--- src/rtl/pdm_voice_scheduler.sv ---
// Sample-rate scheduler for the pdm modulator: on each sample tick it snapshots the voices,
// sums the gated ones one per clock, normalises by a power-of-two count and updates dc/gate together.
module pdm_voice_scheduler #(
    parameter int unsigned NUM_VOICES     = 8,
    parameter int unsigned PDM_RESOLUTION = 256,
    parameter int unsigned SAMPLE_DIV     = 2272
) (
    input  logic                                           clk_in,
    input  logic                                           rst_n_in,
    input  logic [NUM_VOICES*$clog2(PDM_RESOLUTION)-1:0]   voice_sample_in,
    input  logic [NUM_VOICES-1:0]                          voice_gate_in,
    output logic [$clog2(PDM_RESOLUTION)-1:0]              dc_out,
    output logic [NUM_VOICES-1:0]                          gate_out,
    output logic                                           sample_tick_out,
    output logic                                           busy_out
);

    localparam int unsigned W  = $clog2(PDM_RESOLUTION);
    localparam int unsigned IW = (NUM_VOICES > 1) ? $clog2(NUM_VOICES) : 1;
    localparam int unsigned SW = W + IW;
    localparam int unsigned AW = $clog2(NUM_VOICES) + 1;
    localparam int unsigned CW = (SAMPLE_DIV > 1) ? $clog2(SAMPLE_DIV) : 1;
    localparam logic [SW-1:0] MAX_MIX = SW'(PDM_RESOLUTION - 1);

    if (SAMPLE_DIV < NUM_VOICES + 3) begin : g_bad_div
        $error("SAMPLE_DIV must be at least NUM_VOICES+3");
    end

    typedef enum logic [1:0] {IDLE, ACCUM, NORM, UPDATE} state_t;

    state_t                      state;
    logic [CW-1:0]               tick_cnt;
    logic                        tick_c;
    logic [NUM_VOICES*W-1:0]     snap_sample;
    logic [NUM_VOICES-1:0]       snap_gate;
    logic [IW-1:0]               idx;
    logic [SW-1:0]               sum;
    logic [AW-1:0]               active;
    logic [W-1:0]                mix_q;
    logic [W-1:0]                cur_sample_c;
    logic [AW-1:0]               shift_c;
    logic [SW-1:0]               shifted_c;
    logic [W-1:0]                mix_c;

    // Free-running sample-rate divider; the wrap cycle is the sample tick.
    assign tick_c = (tick_cnt == CW'(SAMPLE_DIV - 1));

    always_ff @(posedge clk_in or negedge rst_n_in) begin
        if (!rst_n_in) begin
            tick_cnt <= '0;
        end else if (tick_c) begin
            tick_cnt <= '0;
        end else begin
            tick_cnt <= tick_cnt + CW'(1);
        end
    end

    assign cur_sample_c = snap_sample[idx*W +: W];

    // shift = ceil(log2(active)); the mix is saturated even though the sum cannot exceed it.
    always_comb begin
        shift_c = '0;
        for (int s = 0; s < int'(IW); s++) begin
            if (32'(active) > (32'd1 << s)) begin
                shift_c = AW'(s + 1);
            end
        end
        shifted_c = sum >> shift_c;
        if (active == '0) begin
            mix_c = '0;
        end else if (shifted_c > MAX_MIX) begin
            mix_c = W'(PDM_RESOLUTION - 1);
        end else begin
            mix_c = W'(shifted_c);
        end
    end

    always_ff @(posedge clk_in or negedge rst_n_in) begin
        if (!rst_n_in) begin
            state           <= IDLE;
            snap_sample     <= '0;
            snap_gate       <= '0;
            idx             <= '0;
            sum             <= '0;
            active          <= '0;
            mix_q           <= '0;
            dc_out          <= '0;
            gate_out        <= '0;
            sample_tick_out <= 1'b0;
            busy_out        <= 1'b0;
        end else begin
            sample_tick_out <= 1'b0;
            case (state)
                IDLE: begin
                    if (tick_c) begin
                        snap_sample <= voice_sample_in;
                        snap_gate   <= voice_gate_in;
                        sum         <= '0;
                        active      <= '0;
                        idx         <= '0;
                        busy_out    <= 1'b1;
                        state       <= ACCUM;
                    end
                end
                ACCUM: begin
                    if (snap_gate[idx]) begin
                        sum    <= sum + SW'(cur_sample_c);
                        active <= active + AW'(1);
                    end
                    if (idx == IW'(NUM_VOICES - 1)) begin
                        state <= NORM;
                    end else begin
                        idx <= idx + IW'(1);
                    end
                end
                NORM: begin
                    mix_q <= mix_c;
                    state <= UPDATE;
                end
                UPDATE: begin
                    dc_out          <= mix_q;
                    gate_out        <= snap_gate;
                    sample_tick_out <= 1'b1;
                    busy_out        <= 1'b0;
                    state           <= IDLE;
                end
                default: begin
                    busy_out <= 1'b0;
                    state    <= IDLE;
                end
            endcase
        end
    end

endmodule

--- config.mk ---
export PLATFORM = sky130hd
export DESIGN_NAME = pdm_voice_scheduler
export DESIGN_NICKNAME = d
export VERILOG_FILES = /design/src/rtl/pdm_voice_scheduler.sv
export SDC_FILE = /design/constraint.sdc
export NUM_CORES = 1
export LEC_CHECK = 0
export BUFFER_PORTS_ARGS = -buffer_cell sky130_fd_sc_hd__buf_4
export CAP_MARGIN = 0
export CORE_MARGIN = 3
export CORE_UTILIZATION = 50
export CTS_CLUSTER_DIAMETER = 100
export DETAILED_ROUTE_END_ITERATION = 8
export PLACE_DENSITY = 0.71
export SYNTH_ARGS = -nofsm -noshare
export SYNTH_HDL_FRONTEND = slang
export SYNTH_SLANG_ARGS = --single-unit
--- constraint.sdc ---
create_clock -name clk_in -period 5.9 [get_ports clk_in]
set_input_delay 0.59 -clock clk_in [delete_from_list [all_inputs] [get_ports clk_in]]
set_output_delay 0.59 -clock clk_in [all_outputs]
set_load 0.02 [all_outputs]
==> results.yml, run 1 <==
worst_hold_path:
  min_path_type: "input pin to asynchronous set/reset pin"
floorplanning:
  die-width_microns: 118.9
  fp.dieH_microns: 118.9
  io_pins: 92
  initial_core_util_pct: 52.14
  core_sq_um: 12210
  core.rowCount: 40
  dieArea_sq_um: 14130
route:
  vias_per_cell: 5.511
  drt_iter0_markers: 200
  vias: 4205
  ant_nets: 0
  wl_per_cell_microns: 17.52
  routed_wl_microns: 13370
  drc_errors: 0
  dr.pass1.iters: 5
yosys:
  avgSynthCellArea_sq_um: 12.94
  syn_area_sq_um: 6367
  synth-main-ff-cell: "dfrtp_1"
  synth-edff-count: 0
  synth_nets: 588
  syn_inst: 492
  ys_types: 51
  ys_async_sr_fraction_pct: 100.0
  netlist.area_leader.share_pct: 51.09
  synth.area.top_cells: "dfrtp_1 (51%), mux2_2 (17%), mux4_2 (6.4%)"
  yosysSeqAreaShare_pct: 51.09
  ys_warn_count: 0
  ys_seq_elements: 130
  synth_area_leader_cell: "dfrtp_1"
timing:
  setup_violations: 0
  worstMarginPinSlew_ns: 0.9721
  skew_ns: 0.009035
  tns_ns: 0
  rsz0062_at_grt: "no"
  final-hold-violation-count: 0
  drv_slew: 0
  slew-limit-headroom_pct: 35.19
  holdWs_ns: 0.2034
  fin_crit_sh_pct: 61.05
  period_minus_slack_ns: 3.602
  fin_ws_ns: 2.298
  max_freq_mhz: 277.6
worst_setup_path:
  worst_setup_path_end_kind: "flop"
  start_kind: "flop"
  path_max_fanout: 21
  required_ns: 6.19
  cp_data_arrival_time_ns: 3.89
  crit_type: "flop to flop"
layout:
  nets: 679
  layout_commonest_cell: "dfrtp_1"
  final_cell_mix: "dfrtp_1 (130), mux2_2 (96), buf_4 (94), nor2_1 (27), o21ai_0 (24)"
  drive_above_1_share_pct: 41.34
  area_delta_synth_final_pct: 21.81
  n_antenna_cell: 0
  design_area_sq_um: 7756
  nFillCells: 980
global_route:
  grt-ovfl-total: 0
  grt_pass1_wl_microns: 21940
  grt_usage_pct: 19.86
  grt_pass1_vias: 4392
  grt_max_degree: 80
  antenna_found_initial: 0
clock_network:
  clk_latency_ns: 0.42
  cts_tree: "built"
  cts_setup_buffers: 0
  cts.sinks: 130
  cts_resized: 0
  root_buffer: "clkbuf_16"
  cts_hold_buf: 0
  cts_buffers: 17
  cts.htree.levels: 4
  clk_pin_slew_ns: 0.06
  cts_buffer_depth: 2
placement:
  pre_cts_slack_ns: 2.330
  hpwlAfterDp_microns: 9366
  numPortBuffers: 91
  finalWeightedCongestion: 0.8239
  placed_cell_area_sq_um: 7179
outcome:
  status: "complete, no violations"
power:
  p_per_area_nw_per_um2: 264.9
  p_leak_uw: 0.003542
  max-vdd-ir-drop_mv: 0.2034
flow_run:
  maxCapViolations: 0
-- critical path, stage by stage (launching register included) --
cell,delay [ns]
dfrtp_1,0.94
mux4_2,0.42
mux2_2,0.28
ha_1,0.21
inv_1,0.08
fa_1,0.22
nor2b_1,0.08
o31ai_1,0.35
a21oi_1,0.15
o31ai_1,0.41
nor4_1,0.09
a211o_1,0.24
-- worst paths after layout --
kind / startpoint / to / slack [ns] / cells after the start
max reg2reg: idx[1] / sum[8] / 2.30 / 11
min in group clk_in: voice_sample_in[21] / snap_sample[21] / 0.40 / 2
min reg2reg: tick_cnt[0] / tick_cnt[0] / 0.47 / 1
max in group asynchronous: rst_n_in / idx[0] / 4.30 / 2
max: idx[1] / sum[8] / 2.30 / 11
min: rst_n_in / sum[5] / 0.20 / 1
-- stage by stage --
| stage | total power (uW) | utilization (%) | std cells |
|---|---|---|---|
| 5_1_grt | 2132 | 63.51 | 763 |
| 4_1_cts | 2077 | 63.51 | 763 |
| 2_1_floorplan | 981.1 | - | 492 |
| 3_5_place_dp | 1052 | 58.79 | 732 |
| 6_report | 2054 | 63.51 | 763 |
| 3_3_place_gp | 1049 | 58.79 | 732 |
-- cells by family (layout without fill, tap and decap cells) --
logic type               count (synthesis)  count (layout)  share of synthesized area, %
XOR/XNOR                                10              10                         1.375
multiplexers                           131             131                         26.02
buffers and inverters                   38             141                         2.613
AO/OA/AOI/OAI                           71              71                         7.173
AND/OR/NAND/NOR                         90              90                         7.290
adder cells (fa/ha/maj)                 22              22                         4.441
flip-flops                             130             130                         51.09
-- power by group --
group | total (uW) | leakage (uW) | switching, uW | internal, uW
clock network | 1020 | 0.000267 | 388 | 630
logic | 103 | 0.00164 | 40.4 | 62.3
registers | 933 | 0.00164 | 15.9 | 917
-- flip-flops by register name (all words and copies together) (netlist names) --
signal           count
state                2
active               4
idx                  3
snap_sample         64
mix_q                8
snap_gate            8
sample_tick_out      1
busy_out             1
dc_out               8
tick_cnt            12
gate_out             8
sum                 11
-- cell type report --
cell class	instances	area, sq um	share of cell area, %
well taps	168	210.2	2.710
repair buffers	94	705.7	9.098
clock buffers	19	442.9	5.711
flip-flops and latches	130	3253	41.94
inverters	16	60.06	0.7743
multi-input cells	324	2950	38.04
clock inverters	12	133.9	1.726
-- cells in the mapped netlist (all sizes together), types with 7 or more instances --
cell type    n
nand2       23
buf         16
o21ai       26
mux2i       17
o22ai        7
a21oi        8
mux4        18
nor2        28
dfrtp      130
mux2        96
inv         16
or3         11
ha          21
-- per-layer routing --
metal  global-route usage [%]  share of wire (%)  wire length [microns]
met5                        0                  0                      0
met4                    6.083               0.98                    131
met3                    5.508                5.1                    677
met2                    31.94                 50                   6687
met1                    26.44                 44                   5870
(Power assumes the default switching activity.)
==> inputs of run 2 (changes only) <==
Settings changed: PLACE_DENSITY 0.71 to 0.74.
Clock period 5.9 ns to 3.1 ns, I/O delays scaled along.
==> run 2 against run 1 <==
Via count increased by 5.2%. Core utilization grew 2.1 points. First-iteration DRC count up 29%. Critical path type unchanged. Critical endpoint is now sum[10]. Largest power group unchanged.
==> results.yml, run 2 (synthesis results as in run 1) <==
timing:
  fin_crit_sh_pct: 97.52
  skew_ns: 0.01066
  tns_ns: 0
  rsz0062_at_grt: "yes"
  slew-limit-headroom_pct: 38.41
  setup_violations: 0
  final-hold-violation-count: 0
  worstMarginPinSlew_ns: 0.9239
  holdWs_ns: 0.1128
  drv_slew: 0
  max_freq_mhz: 330.8
  period_minus_slack_ns: 3.023
outcome:
  status: "complete, no violations"
layout:
  largest_register: "snap_sample"
  reg_top3: "snap_sample x64, tick_cnt x12, sum x11"
  final_util_pct: 65.61
  largest_reg_flops: 64
  layout_commonest_cell: "dfrtp_1"
  area_delta_synth_final_pct: 25.84
  instances_no_fill: 779
  nets: 694
  n_antenna_cell: 0
  drive_above_1_share_pct: 45.34
  final_cell_mix: "dfrtp_1 (129), buf_4 (104), mux2_2 (95), nor2_1 (27), o21ai_0 (24)"
floorplanning:
  die-width_microns: 118.9
  core.rowCount: 40
  initial_core_util_pct: 52.14
  io_pins: 92
  dieArea_sq_um: 14130
  fp.dieH_microns: 118.9
  core_sq_um: 12210
global_route:
  grt-ovfl-total: 0
  grt_max_degree: 73
  grt_pass1_vias: 4654
  antenna_found_initial: 0
  grt_usage_pct: 21.07
  grt_pass1_wl_microns: 23320
clock_network:
  cts.htree.levels: 4
  clk_latency_ns: 0.43
  cts_tree: "built"
  cts_buffer_depth: 2
  clk_pin_slew_ns: 0.05
  cts_buffers: 17
  root_buffer: "clkbuf_16"
  cts.sinks: 130
route:
  routed_wl_microns: 14440
  ant_nets: 0
  vias_per_cell: 5.678
  dr.pass1.iters: 4
  drc_errors: 0
  drt_iter0_markers: 258
  wl_per_cell_microns: 18.54
  vias: 4423
worst_setup_path:
  crit_type: "flop to flop"
  cp_data_arrival_time_ns: 3.34
  start_kind: "flop"
  worst_setup_path_end_kind: "flop"
  required_ns: 3.42
  path_max_fanout: 5
power:
  max-vdd-ir-drop_mv: 0.3887
  p_per_area_nw_per_um2: 471.7
  p_leak_uw: 0.003632
worst_hold_path:
  min_path_type: "input pin to flop"
placement:
  finalWeightedCongestion: 0.8888
  numPortBuffers: 91
  dp_cells: 743
  hpwlAfterDp_microns: 10220
flow_run:
  maxCapViolations: 0
run 2: layout make-up:
class	count	area [sq um]
Clock buffer	22	474.2
Clock inverter	10	60.06
Fill cell	902	4199
Inverter	16	60.06
Multi-Input combinational cell	324	3083
Sequential cell	130	3254
Tap cell	168	210.2
Timing Repair Buffer	109	870.8
run 2: report_power, final:
part	switching, uW	leakage (uW)	internal (uW)
Clock	719	0.000257	1070
Sequential	32.6	0.00163	1750
Combinational	82.4	0.00174	127
Total	833	0.00363	2950
run 2: critical path: stages, from the launching register on:
cell and delay (ns):
dfrtp_2 0.42, buf_12 0.14, buf_8 0.11, mux4_2 0.49
mux2_4 0.30, ha_4 0.29, o21a_1 0.15, o31ai_4 0.09
a21oi_2 0.24, o31ai_4 0.09, or3_4 0.38, o311ai_2 0.21
run 2: path summary, 6_finish.rpt:
path / depth (start not counted) / endpoint / start / slack [ns]
hold reg to reg: 1 / tick_cnt[0] / tick_cnt[0] / 0.46
hold / removal: 2 / snap_sample[5] / voice_sample_in[5] / 0.11
min in group asynchronous: 2 / mix_q[1] / rst_n_in / 0.48
max in group asynchronous: 3 / snap_sample[29] / rst_n_in / 1.77
setup / recovery: 11 / sum[10] / idx[0] / 0.08
setup reg to reg: 11 / sum[10] / idx[0] / 0.08
run 2: per-stage QoR:
stage	worst slack, ns	instance area [sq um]	total power [uW]
after floorplan	-0.006816	6386	1867
after global placement	0.06832	7300	2000
after detailed placement	-0.02581	7300	2011
after CTS	0.0005176	7853	3804
after global routing	-0.05497	8013	3910
final	0.07687	8013	3779
run 2: timing repair:
action	4_1_cts	5_1_grt
gates cloned	0	1
gates resized for setup	2	20
buffers inserted	0	2
hold buffers	1	0
setup endpoints to repair	2	4
endpoints found under the hold margin	51	0
pin swaps	1	3
run 2: per-layer routing:
| metal | GRT usage (%) | vias to the layer above | share of wire [%] |
|---|---|---|---|
| met5 | 0 | - | 0 |
| met4 | 6.879 | 0 | 1.5 |
| met3 | 5.983 | 25 | 5.8 |
| met2 | 35.56 | 146 | 52 |
| met1 | 26.27 | 2223 | 41 |
| li1 | - | 2029 | - |
==> inputs of run 3 (changes only) <==
Settings changed: CTS_CLUSTER_SIZE set to 20, PLACE_DENSITY 0.74 to 0.71.
Clock period 3.1 ns to 3.4 ns, I/O delays scaled along.
==> run 3 against run 2 <==
Global-route usage is 0.82 points lower. Critical path depth decreased by 1. Largest power group unchanged. Final area decreased by 2.9%. Critical endpoint unchanged. Largest cell class unchanged. Clock power is 6% lower.
==> results.yml, run 3 (synthesis results as in run 1) <==
route:
  vias: 4210
  drt_iter0_markers: 250
  drc_errors: 0
  wl_per_cell_microns: 17.88
  vias_per_cell: 5.503
  dr.pass1.iters: 4
  ant_nets: 0
  routed_wl_microns: 13680
floorplanning:
  io_pins: 92
  fp.dieH_microns: 118.9
  initial_core_util_pct: 52.14
  core.rowCount: 40
  dieArea_sq_um: 14130
  core_sq_um: 12210
  die-width_microns: 118.9
placement:
  hpwlAfterDp_microns: 10090
  numPortBuffers: 91
  finalWeightedCongestion: 0.9006
  pre_cts_slack_ns: 0.05358
timing:
  period_minus_slack_ns: 3.203
  skew_ns: 0.007866
  slew-limit-headroom_pct: 41.23
  worstMarginPinSlew_ns: 0.8816
  setup_violations: 0
  max_freq_mhz: 312.2
  fin_crit_sh_pct: 94.20
  tns_ns: 0
  final-hold-violation-count: 0
  fin_ws_ns: 0.1972
  rsz0062_at_grt: "no"
  drv_slew: 0
layout:
  largest_reg_flops: 64
  drive_above_1_share_pct: 41.54
  layout_commonest_cell: "dfrtp_1"
  reg_top3: "snap_sample x64, tick_cnt x12, sum x11"
  nets: 684
  largest_register: "snap_sample"
  final_util_pct: 63.74
  n_antenna_cell: 0
  area_delta_synth_final_pct: 22.24
  final_cell_mix: "dfrtp_1 (129), buf_4 (97), mux2_2 (96), nor2_1 (27), o21ai_0 (24)"
worst_setup_path:
  required_ns: 3.71
  r2r_end: "sum[10]"
  slowest_delay_ns: 0.52
  crit_path_cell_trace: "buf_4 > mux4_2 > mux2_2 > ha_1 > o21a_1 > o31ai_1 > a21oi_1 > o31ai_2 > or3_1 > o311ai_1"
  r2r_cells: 10
  start_kind: "flop"
  reg2reg_slack_ns: 0.20
  crit_type: "flop to flop"
  crit_family: "compound AO/OA/AOI/OAI gates"
  cp_data_arrival_time_ns: 3.51
  worst_setup_path_end_kind: "flop"
  cpMaxStageDelayCell: "mux4_2"
  timing.rr.start: "idx[0]"
  cp_num_buf_inv: 1
  path_max_fanout: 10
flow_run:
  maxCapViolations: 0
clock_network:
  cts_buffers: 17
  cts.sinks: 130
  clk_pin_slew_ns: 0.05
  cts.htree.levels: 4
  cts_buffer_depth: 2
  cts_setup_buffers: 0
  clk_latency_ns: 0.41
  cts_tree: "built"
  root_buffer: "clkbuf_16"
power:
  max-vdd-ir-drop_mv: 0.3479
  p_leak_uw: 0.003573
  p_per_area_nw_per_um2: 447.9
worst_hold_path:
  whs_endpoint: "snap_sample[43]"
  min_path_type: "input pin to flop"
  hold-path-cell-count: 2
  hold_start: "voice_sample_in[43]"
global_route:
  grt-ovfl-total: 0
  grt_pass1_vias: 4522
  grt_pass1_wl_microns: 22580
  grt_usage_pct: 20.25
  grt_max_degree: 77
  antenna_found_initial: 0
outcome:
  status: "complete, no violations"
run 3: worst max-delay path by stage:
stage                     endpoint  startpoint  depth (start not counted)
after floorplan             sum[8]      idx[0]                         11
after global placement      sum[8]      idx[0]                         11
after detailed placement    sum[8]      idx[0]                          9
after CTS                   sum[9]      idx[0]                         10
after global routing       sum[10]      idx[0]                         10
final                      sum[10]      idx[0]                         10
run 3: where the power goes:
part / total, uW / leakage (uW) / switching [uW] / internal (uW)
combinational: 180 / 0.00168 / 69.1 / 111
clock: 1680 / 0.000264 / 610 / 1070
sequential: 1620 / 0.00163 / 30.4 / 1590
run 3: final cells by class:
type	instances	area (sq um)
Clock buffer	21	450.4
Clock inverter	7	87.58
Fill cell	984	4428
Inverter	16	60.06
Multi-Input combinational cell	324	2963
Sequential cell	130	3254
Tap cell	168	210.2
Timing Repair Buffer	99	758.2
run 3: worst reg2reg max path: cells and delay by family, from the launching register on:
| family | cells | cell delay, ns |
|---|---|---|
| compound gates | 5 | 0.84 |
| mux | 2 | 0.80 |
| flops | 1 | 0.51 |
| simple gates | 1 | 0.35 |
| fa+ha+maj | 1 | 0.33 |
| buf+inv | 1 | 0.27 |
run 3: metal layers:
metal / part of all wire [%] / GRT usage (%) / wire, microns / vias up
met2: 50 / 33.21 / 6812 / 107
met4: 2.1 / 7.603 / 287 / 0
met5: 0 / 0 / 0 / -
li1: - / - / - / 1994
met1: 43 / 25.47 / 5847 / 2085
met3: 5.3 / 6.030 / 728 / 24
run 3: timing repair:
item | in CTS | in global routing
hold endpoints to repair | 23 | 0
gates resized for setup | 1 | 2
setup endpoints to repair | 1 | 3
hold buffers | 1 | 0
cloned | 0 | 0
run 3: through the flow:
stage	instance area [sq um]	hold slack [ns]	std cells	total power, uW
after detailed placement	7222	0.4303	736	1831
final	7784	0.1573	765	3486
after global placement	7222	0.4275	736	1824
after floorplan	6367	0.04441	492	1703
after CTS	7771	0.1381	765	3526
after global routing	7784	0.1427	765	3619
